**src/rtl/word64_fifo_ctrl_pkg.sv**
```systemverilog
// Shared constants and types for the word64 SRAM streaming FIFO controller.
package localbuf_pkg;

    localparam int DW     = 128;
    localparam int AW     = 6;
    localparam int DEPTH  = 64;
    localparam int LANES  = 8;
    localparam int LANE_W = DW / LANES;
    localparam int CW     = 7;

    typedef logic [DW-1:0]    line_t;
    typedef logic [LANES-1:0] lane_mask_t;
    typedef logic [AW-1:0]    addr_t;
    typedef logic [CW-1:0]    count_t;

    localparam lane_mask_t WE_IDLE  = 8'hFF;
    localparam count_t     FULL_CNT = count_t'(DEPTH);

endpackage

```
**src/rtl/word64_fifo_ctrl_skid2.sv**
```systemverilog
// Two-entry output buffer absorbing SRAM read data; entry 0 is always the head.
module word64_skid2
    import localbuf_pkg::*;
(
    input  logic       clk_i,
    input  logic       rst_ni,
    input  logic       clear_i,
    input  logic       push_i,
    input  line_t      push_data_i,
    input  logic       pop_i,
    output logic       valid_o,
    output line_t      head_o,
    output logic [1:0] used_o
);

    line_t      e0_q, e0_d;
    line_t      e1_q, e1_d;
    logic [1:0] used_q, used_d;
    logic       pop;

    assign valid_o = (used_q != 2'd0);
    assign head_o  = e0_q;
    assign used_o  = used_q;
    assign pop     = pop_i && valid_o;

    always_comb begin
        e0_d   = e0_q;
        e1_d   = e1_q;
        used_d = used_q;
        if (clear_i) begin
            e0_d   = '0;
            e1_d   = '0;
            used_d = 2'd0;
        end else begin
            unique case ({push_i, pop})
                2'b11: begin
                    // Occupancy is unchanged; the new line lands behind the surviving entry.
                    if (used_q == 2'd1) begin
                        e0_d = push_data_i;
                    end else begin
                        e0_d = e1_q;
                        e1_d = push_data_i;
                    end
                end
                2'b01: begin
                    e0_d   = e1_q;
                    used_d = used_q - 2'd1;
                end
                2'b10: begin
                    if (used_q == 2'd0) e0_d = push_data_i;
                    else                e1_d = push_data_i;
                    used_d = used_q + 2'd1;
                end
                default: ;
            endcase
        end
    end

    always_ff @(posedge clk_i or negedge rst_ni) begin
        if (!rst_ni) begin
            e0_q   <= '0;
            e1_q   <= '0;
            used_q <= 2'd0;
        end else begin
            e0_q   <= e0_d;
            e1_q   <= e1_d;
            used_q <= used_d;
        end
    end

endmodule

```
**src/rtl/word64_fifo_ctrl.sv**
```systemverilog
// Streams lines through a 64x128b dual-port SRAM: port A writes, port B reads,
// with a two-entry skid hiding the one-cycle read latency.
module word64_fifo_ctrl
    import localbuf_pkg::*;
(
    input  logic       CK,
    input  logic       rst_n,
    input  logic       clear,
    input  logic       wr_valid,
    output logic       wr_ready,
    input  line_t      wr_data,
    input  lane_mask_t wr_mask,
    output logic       rd_valid,
    input  logic       rd_ready,
    output line_t      rd_data,
    output count_t     level,
    output logic       full,
    output logic       empty,
    output addr_t      sram_A,
    output addr_t      sram_B,
    output logic       sram_OEA,
    output logic       sram_OEB,
    output lane_mask_t sram_WEAN,
    output lane_mask_t sram_WEBN,
    output line_t      sram_DIA,
    output line_t      sram_DIB,
    input  line_t      sram_DOB
);

    addr_t      wr_ptr_q, wr_ptr_d;
    addr_t      rd_ptr_q, rd_ptr_d;
    count_t     cnt_q, cnt_d;
    logic       inflight_q, inflight_d;
    logic [1:0] skid_used;
    logic [2:0] pending;
    logic       push;
    logic       rd_issue;

    // Every action is gated by rst_n so nothing reaches the SRAM while reset is low.
    assign full     = (cnt_q == FULL_CNT);
    assign wr_ready = rst_n && !full && !clear;
    assign push     = wr_valid && wr_ready;
    assign pending  = {1'b0, skid_used} + {2'b00, inflight_q};
    assign rd_issue = rst_n && (cnt_q != '0) && (pending < 3'd2) && !clear;

    assign sram_A    = wr_ptr_q;
    assign sram_B    = rd_ptr_q;
    assign sram_WEAN = push ? ~wr_mask : WE_IDLE;
    assign sram_DIA  = wr_data;
    assign sram_OEB  = rd_issue;
    assign sram_OEA  = 1'b0;
    assign sram_WEBN = WE_IDLE;
    assign sram_DIB  = '0;

    assign level = cnt_q + count_t'(inflight_q) + count_t'(skid_used);
    assign empty = (level == '0);

    always_comb begin
        wr_ptr_d   = wr_ptr_q;
        rd_ptr_d   = rd_ptr_q;
        cnt_d      = cnt_q;
        inflight_d = rd_issue;
        if (clear) begin
            wr_ptr_d   = '0;
            rd_ptr_d   = '0;
            cnt_d      = '0;
            inflight_d = 1'b0;
        end else begin
            if (push)     wr_ptr_d = wr_ptr_q + addr_t'(1);
            if (rd_issue) rd_ptr_d = rd_ptr_q + addr_t'(1);
            unique case ({push, rd_issue})
                2'b10:   cnt_d = cnt_q + count_t'(1);
                2'b01:   cnt_d = cnt_q - count_t'(1);
                default: ;
            endcase
        end
    end

    always_ff @(posedge CK or negedge rst_n) begin
        if (!rst_n) begin
            wr_ptr_q   <= '0;
            rd_ptr_q   <= '0;
            cnt_q      <= '0;
            inflight_q <= 1'b0;
        end else begin
            wr_ptr_q   <= wr_ptr_d;
            rd_ptr_q   <= rd_ptr_d;
            cnt_q      <= cnt_d;
            inflight_q <= inflight_d;
        end
    end

    // DOB is valid the cycle after issue; a clear in that cycle discards it.
    word64_skid2 u_skid (
        .clk_i       (CK),
        .rst_ni      (rst_n),
        .clear_i     (clear),
        .push_i      (inflight_q),
        .push_data_i (sram_DOB),
        .pop_i       (rd_ready),
        .valid_o     (rd_valid),
        .head_o      (rd_data),
        .used_o      (skid_used)
    );

`ifndef SYNTHESIS
    a_no_collision: assert property (@(posedge CK) disable iff (!rst_n)
        !((sram_WEAN != WE_IDLE) && sram_OEB && (sram_A == sram_B)));
`endif

endmodule

```
**config.mk**
```make
export PLATFORM = sky130hd
export DESIGN_NAME = word64_fifo_ctrl
export DESIGN_NICKNAME = d
export VERILOG_FILES = /design/src/rtl/word64_fifo_ctrl_pkg.sv /design/src/rtl/word64_fifo_ctrl_skid2.sv /design/src/rtl/word64_fifo_ctrl.sv
export SDC_FILE = /design/constraint.sdc
export NUM_CORES = 1
export LEC_CHECK = 0
export CORE_AREA = 2 2 270 272
export CTS_CLUSTER_SIZE = 10
export DETAILED_ROUTE_END_ITERATION = 16
export DIE_AREA = 0 0 272 274
export GPL_TIMING_DRIVEN = 0
export PLACE_DENSITY = 0.63
export SKIP_LAST_GASP = 1
export SLEW_MARGIN = 40
export SYNTH_ARGS = -nofsm -noshare
export SYNTH_HDL_FRONTEND = slang
export SYNTH_HIERARCHICAL = 1
export SYNTH_SLANG_ARGS = --single-unit
export TNS_END_PERCENT = 1
```
**constraint.sdc**
```tcl
create_clock -name CK -period 3.2 [get_ports CK]
set_input_delay 0.96 -clock CK [delete_from_list [all_inputs] [get_ports CK]]
set_output_delay 0.96 -clock CK [all_outputs]
set_load 0.005 [all_outputs]
```
[After elaboration in Yosys (flattened, before gate mapping)]
Cells that the tools add are included.
Cells by class
  multipliers: 0
  bitwise logic cells: 1
  reductions and logical operators: 21
  divide/modulo/power cells: 0
  $lt $le $gt $ge: 1
  muxes and demuxes: 18
  equality and inequality tests: 10
  shift-type cells: 0
  add/sub/neg operators: 9
Operator list (count)
  $mux W128: 6
  $pmux W128 S3: 1
  $pmux W128 S2: 1
  $mux W6: 4
  $pmux W7 S2: 1
  $add A6 B1 Y6 const B: 2
  $reduce_bool A3 Y1: 3
  $mux W8: 1
  $not A8 Y8: 1
  $add A7 B1 Y7: 1
  $add A7 B1 Y7 const B: 1
  $add A7 B2 Y7: 1
  $eq A7 B7 Y1 const B: 1
  $logic_and A1 B1 Y1: 7
  $logic_not A7 Y1: 1
  $mux W7: 1
  $reduce_bool A7 Y1: 1
  $sub A7 B1 Y7 const B: 1
  $eq A2 B1 Y1 const B: 3
  $eq A2 B2 Y1 const B: 3
  $ne A3 B3 Y1 const B: 2
  $reduce_bool A2 Y1: 3
  $pmux W2 S2: 1
  $reduce_bool A4 Y1: 1
  11 further kinds: 12
Word-level totals
  latch bits: 0
  ROM bits: 0
  logic and storage cells: 67
  memories: 0
  output and inout bits: 425
  memory bits (writable): 0
  bits in registers: 278

[Depth between registers and ports, before layout]
  depth in word-level cells: 8
  gate-level depth with buffers: 13
  depth with buffers taken out: 10

[By module]
Netlist, hierarchy kept.
Modules (own cells, without submodules)
  word64_skid2: cells each 1325, instances 1, area an instance 13249.0 um^2
  word64_fifo_ctrl: cells each 431, instances 1, area an instance 3464.6 um^2

[Worst setup path before layout]
OpenSTA, ideal clock, no wires.
  path type: input port to flip-flop
  from: in clear
  to: reg cnt_q[6]
  data arrival time: 3384 ps
  setup slack: -312 ps
  library setup time: 128 ps
  cell stages on the path: 10
  path through: nand3b_1 -> a21oi_1 -> clkbuf_1 -> nor3_1 -> fa_1 -> a211oi_1 -> o21bai_1 -> a21oi_1 -> mux2i_1 -> mux2_1
Between the ends
  cells in the longest elaborated chain, start to end: 6
Ends and longest elaborated chain
  start, declared: RTL line word64_fifo_ctrl.sv:8  | input logic clear,
  $logic_not A1 Y1: RTL line word64_fifo_ctrl.sv:41, word64_fifo_ctrl.sv:44
  $logic_and A1 B1 Y1: RTL line word64_fifo_ctrl.sv:41  | assign wr_ready = rst_n && !full && !clear;
  $logic_and A1 B1 Y1: RTL line word64_fifo_ctrl.sv:42  | assign push = wr_valid && wr_ready;
  $eq A2 B1 Y1 / $eq A2 B2 Y1 (equally long branches): RTL line word64_fifo_ctrl.sv:71  | unique case ({push, rd_issue})
  $pmux W7 S2: RTL line word64_fifo_ctrl.sv:71
  $mux W7: RTL line word64_fifo_ctrl.sv:63  | if (clear) begin
  end signal, assigned: RTL line word64_fifo_ctrl.sv:88  | cnt_q <= cnt_d;
  end, declared: RTL line word64_fifo_ctrl.sv:32  | count_t cnt_q, cnt_d;
Several ways; a longest one is shown, not always the timed one.
A chain may end at the register's enable or synchronous reset.

[Worst setup path after layout]
  from: reg cnt_q[0]
  to: out empty
Between the ends
  cells in the longest elaborated chain, start to end: 3
Ends and longest elaborated chain
  $add A7 B1 Y7: RTL line word64_fifo_ctrl.sv:55  | assign level = cnt_q + count_t'(inflight_q) + count_t'(skid_used);
  $add A7 B2 Y7: RTL line word64_fifo_ctrl.sv:55
  $logic_not A7 Y1: RTL line word64_fifo_ctrl.sv:56  | assign empty = (level == '0);
  end, declared: RTL line word64_fifo_ctrl.sv:18  | output logic empty,
Every way passes these cells.

==> impl_metrics.json <==
{
  "outcome": "finished with violations",
  "violations": "negative setup slack",
  "overflow": 0,
  "io_pins": 694,
  "min_period_over_period_pct": 117,
  "p_int_mw": 11.1,
  "syn_area_per_cell_um2": 9.52,
  "critPathBufInv": 3,
  "layout_min_cycle_time_ns": 3.75,
  "end_kind": "output pin",
  "slowest_stage": "fa_2",
  "syn_area_um2": 16700,
  "finalHoldViolCount": 0,
  "final_util_pct": 33.5,
  "grt.total_usage_pct": 15.4,
  "timing.rr.end": "cnt_q[6]$_DFFE_PN0P_",
  "vias_per_cell": 4.45,
  "swShare_pct": 40.3,
  "setup_viol": 60,
  "crit_required_ns": 2.24,
  "p_clk_share_pct": 21.8,
  "irDropWorstVdd_v": 0.000454,
  "fin_ws_ns": -0.551,
  "worst_slew_pin_slew_ns": 0.778,
  "synth_seq_cells": 278,
  "gp_congestion": 0.791,
  "rows": 99,
  "timing_max_transition_violations_final": 0,
  "clock_sinks": 278,
  "coreArea_um2": 72000,
  "p_sw_mw": 7.51,
  "grt_max_degree": 73,
  "start_util_pct": 23.2,
  "dieArea_um2": 74500,
  "cts_buffer_depth": 3,
  "crit_path_frequent_cell": "fa_2",
  "startpoint_type": "flop",
  "via_count": 14900,
  "io_buffer_count": 428,
  "holdBufCountCts": 0,
  "path_max_fanout": 2,
  "max_freq_ghz": 0.267,
  "synthFlopType": "dfrtp_1",
  "seqPwrFrac_pct": 26.1,
  "rr_worst_depth": 10,
  "synth_area_leaders": "dfrtp_1 42%, buf_4 12%, a21oi_1 7.8%",
  "grt_pass1_vias": 14100,
  "clk_pin_slew_worst_paths_ns": 0.06,
  "hold_path_class": "in -> async",
  "cts_tree": "yes",
  "drc": 0,
  "layout-drive-gt1-share_pct": 19.3,
  "yosysWarnings": 6,
  "p_comb_share_pct": 52.1,
  "arrival_ns": 2.79,
  "antenna_left": 0,
  "r2r_slack_ns": -0.27,
  "yosysMostFrequentCell": "nand2_1",
  "synth.distinct_cells": 46,
  "hpwl_um": 44900,
  "htreeDepth": 2,
  "wl_per_cell_um": 18.1,
  "path_cells": "inv_1, fa_2, fa_2, nand3b_1, xnor2_2, buf_4, nor4bb_4, buf_2",
  "clock_latency_ns": 0.54,
  "synth_top_cell_area_share_pct": 41.6,
  "leakagePower_nw": 10.5,
  "relSlewSlack_pct": 48.2,
  "numCtsBuffers": 38,
  "nets": 2654,
  "drt-initial-drc-count": 1042,
  "ys_seq_area_share_pct": 41.6,
  "critPathTopFamily": "adder cells",
  "die_width_um": 272,
  "yosysTopAreaCell": "dfrtp_1",
  "worst-setup-path-type": "reg -> out",
  "skew_ns": 0.0117,
  "area_delta_synth_final_pct": 44.4,
  "total_power_mw": 18.7,
  "first_pass_iters": 7,
  "n_fill_cell": 7327,
  "dp_worst_setup_slack_ns": -1.14,
  "grt_pass1_wl_um": 88600,
  "synth_edf_count": 0,
  "die_h_um": 274,
  "drt_wl_total_um": 60600,
  "slowest_delay_ns": 0.40,
  "cts-root-buf": "clkbuf_16",
  "p_per_area_nw_per_um2": 773,
  "antenna_found_initial": 12,
  "maxCapViolations": 0,
  "syn_inst": 1756,
  "worstReg2RegStart": "cnt_q[5]$_DFFE_PN0P_",
  "synth_commonest_cells": "279 x nand2_1, 278 x buf_4, 278 x dfrtp_1",
  "rsz0062_at_grt": "true",
  "async_flop_share_pct": 100
}
==> area by class of cell <==
class                   instances  area, um^2  area share (%)
diodes                          6        15.0          0.0622
flip-flops and latches        278        6960            28.8
inverters                      15        56.3           0.233
repair buffers                439        4470            18.5
clock buffers                  46        1030            4.28
multi-input cells            1183        7410            30.7
clock inverters                11         121           0.503
well taps                     959        1200            4.97
plain buffers                 414        2870            11.9
==> through the flow <==
step / hold WS, ns / TNS [ns] / cell area (um^2) / std cells
after floorplan: 0.498 / 0 / 17200 / 1891
after global placement: 0.488 / -3742.94 / 22700 / 3278
after detailed placement: 0.492 / -89.07 / 22800 / 3282
after CTS: 0.268 / -16.00 / 24100 / 3345
after global routing: 0.293 / -40.31 / 24100 / 3348
final: 0.297 / -9.41 / 24100 / 3351
==> power by group through the flow <==
| stage | Sequential [mW] | Combinational (mW) | Clock, mW |
|---|---|---|---|
| floorplan | 4.85 | 6.03 | 0 |
| global placement | 4.94 | 9.52 | 0 |
| detailed placement | 4.95 | 9.60 | 0 |
| CTS | 4.87 | 9.76 | 4.23 |
| global route | 4.98 | 10.6 | 4.34 |
| finish | 4.88 | 9.72 | 4.06 |
==> per-layer routing <==
layer | wire length (um) | GRT usage [%]
met5 | 65 | 0
met4 | 1590 | 5.05
met3 | 3960 | 3.04
met2 | 29900 | 26.1
met1 | 25100 | 19.7
==> cells by family after synthesis <==
logic type,count (synthesis),synth area share [%]
XOR/XNOR,17,0.891
buffers and inverters,430,17.5
adder cells (fa/ha/maj),16,1.33
AND/OR/NAND/NOR,337,8.14
other,2,0.0449
flip-flops,278,41.6
multiplexers,137,8.25
AO/OA/AOI/OAI,539,22.3
==> flip-flops by register name (all words and copies together) (netlist names) <==
name	flops
cnt_q	7
u_skid/used_o	2
sram_B	6
inflight_q	1
u_skid/e1_q	128
u_skid/head_o	128
sram_A	6
==> cell usage in the layout, fill, tap and decap left out, types with 4 or more instances in the layout <==
cell type,count
a21oi_1,261
dfrtp_1,275
xnor2_1,5
buf_16,4
diode_2,6
mux2i_1,131
inv_1,15
clkbuf_16,39
conb_1,137
nand4_1,5
clkdlybuf4s50_1,425
nor2_1,22
buf_8,12
a22o_1,129
clkbuf_1,47
o21ai_0,6
a221oi_1,127
clkinv_2,4
nand3_1,4
xor2_1,11
ha_1,13
buf_4,284
clkbuf_8,4
nand2_1,278
buf_6,6
buf_2,73
and2_1,4
==> timing repair <==
action | 4_1_cts | 5_1_grt
setup endpoints to repair | 28 | 148
buffers inserted | 6 | 0
gates cloned | 1 | 0
gates resized for setup | 19 | 1
pin swaps | 3 | 1
==> worst max path at each step <==
stage	cells past startpoint	from	slack (ns)	endpoint
final	8	cnt_q[0]$_DFFE_PN0P_	-0.55	empty
after global routing	9	cnt_q[0]$_DFFE_PN0P_	-0.71	empty
after CTS	8	cnt_q[0]$_DFFE_PN0P_	-0.58	empty
after detailed placement	12	rst_n	-1.14	cnt_q[6]$_DFFE_PN0P_
after global placement	1	rst_n	-11.93	u_skid/e1_q[64]$_DFFE_PN0P_
after floorplan	11	cnt_q[4]$_DFFE_PN0P_	0.005	cnt_q[6]$_DFFE_PN0P_
==> worst register-to-register path: stages (launching register included) <==
cell	delay [ns]
dfrtp_1	0.45
nor4_1	0.66
a21oi_4	0.18
clkbuf_8	0.22
nor3_4	0.34
ha_1	0.37
a211oi_2	0.26
o21bai_1	0.09
a21oi_1	0.22
mux2i_1	0.24
mux2_1	0.33
No activity file was read; power rests on OpenSTA's default activity.
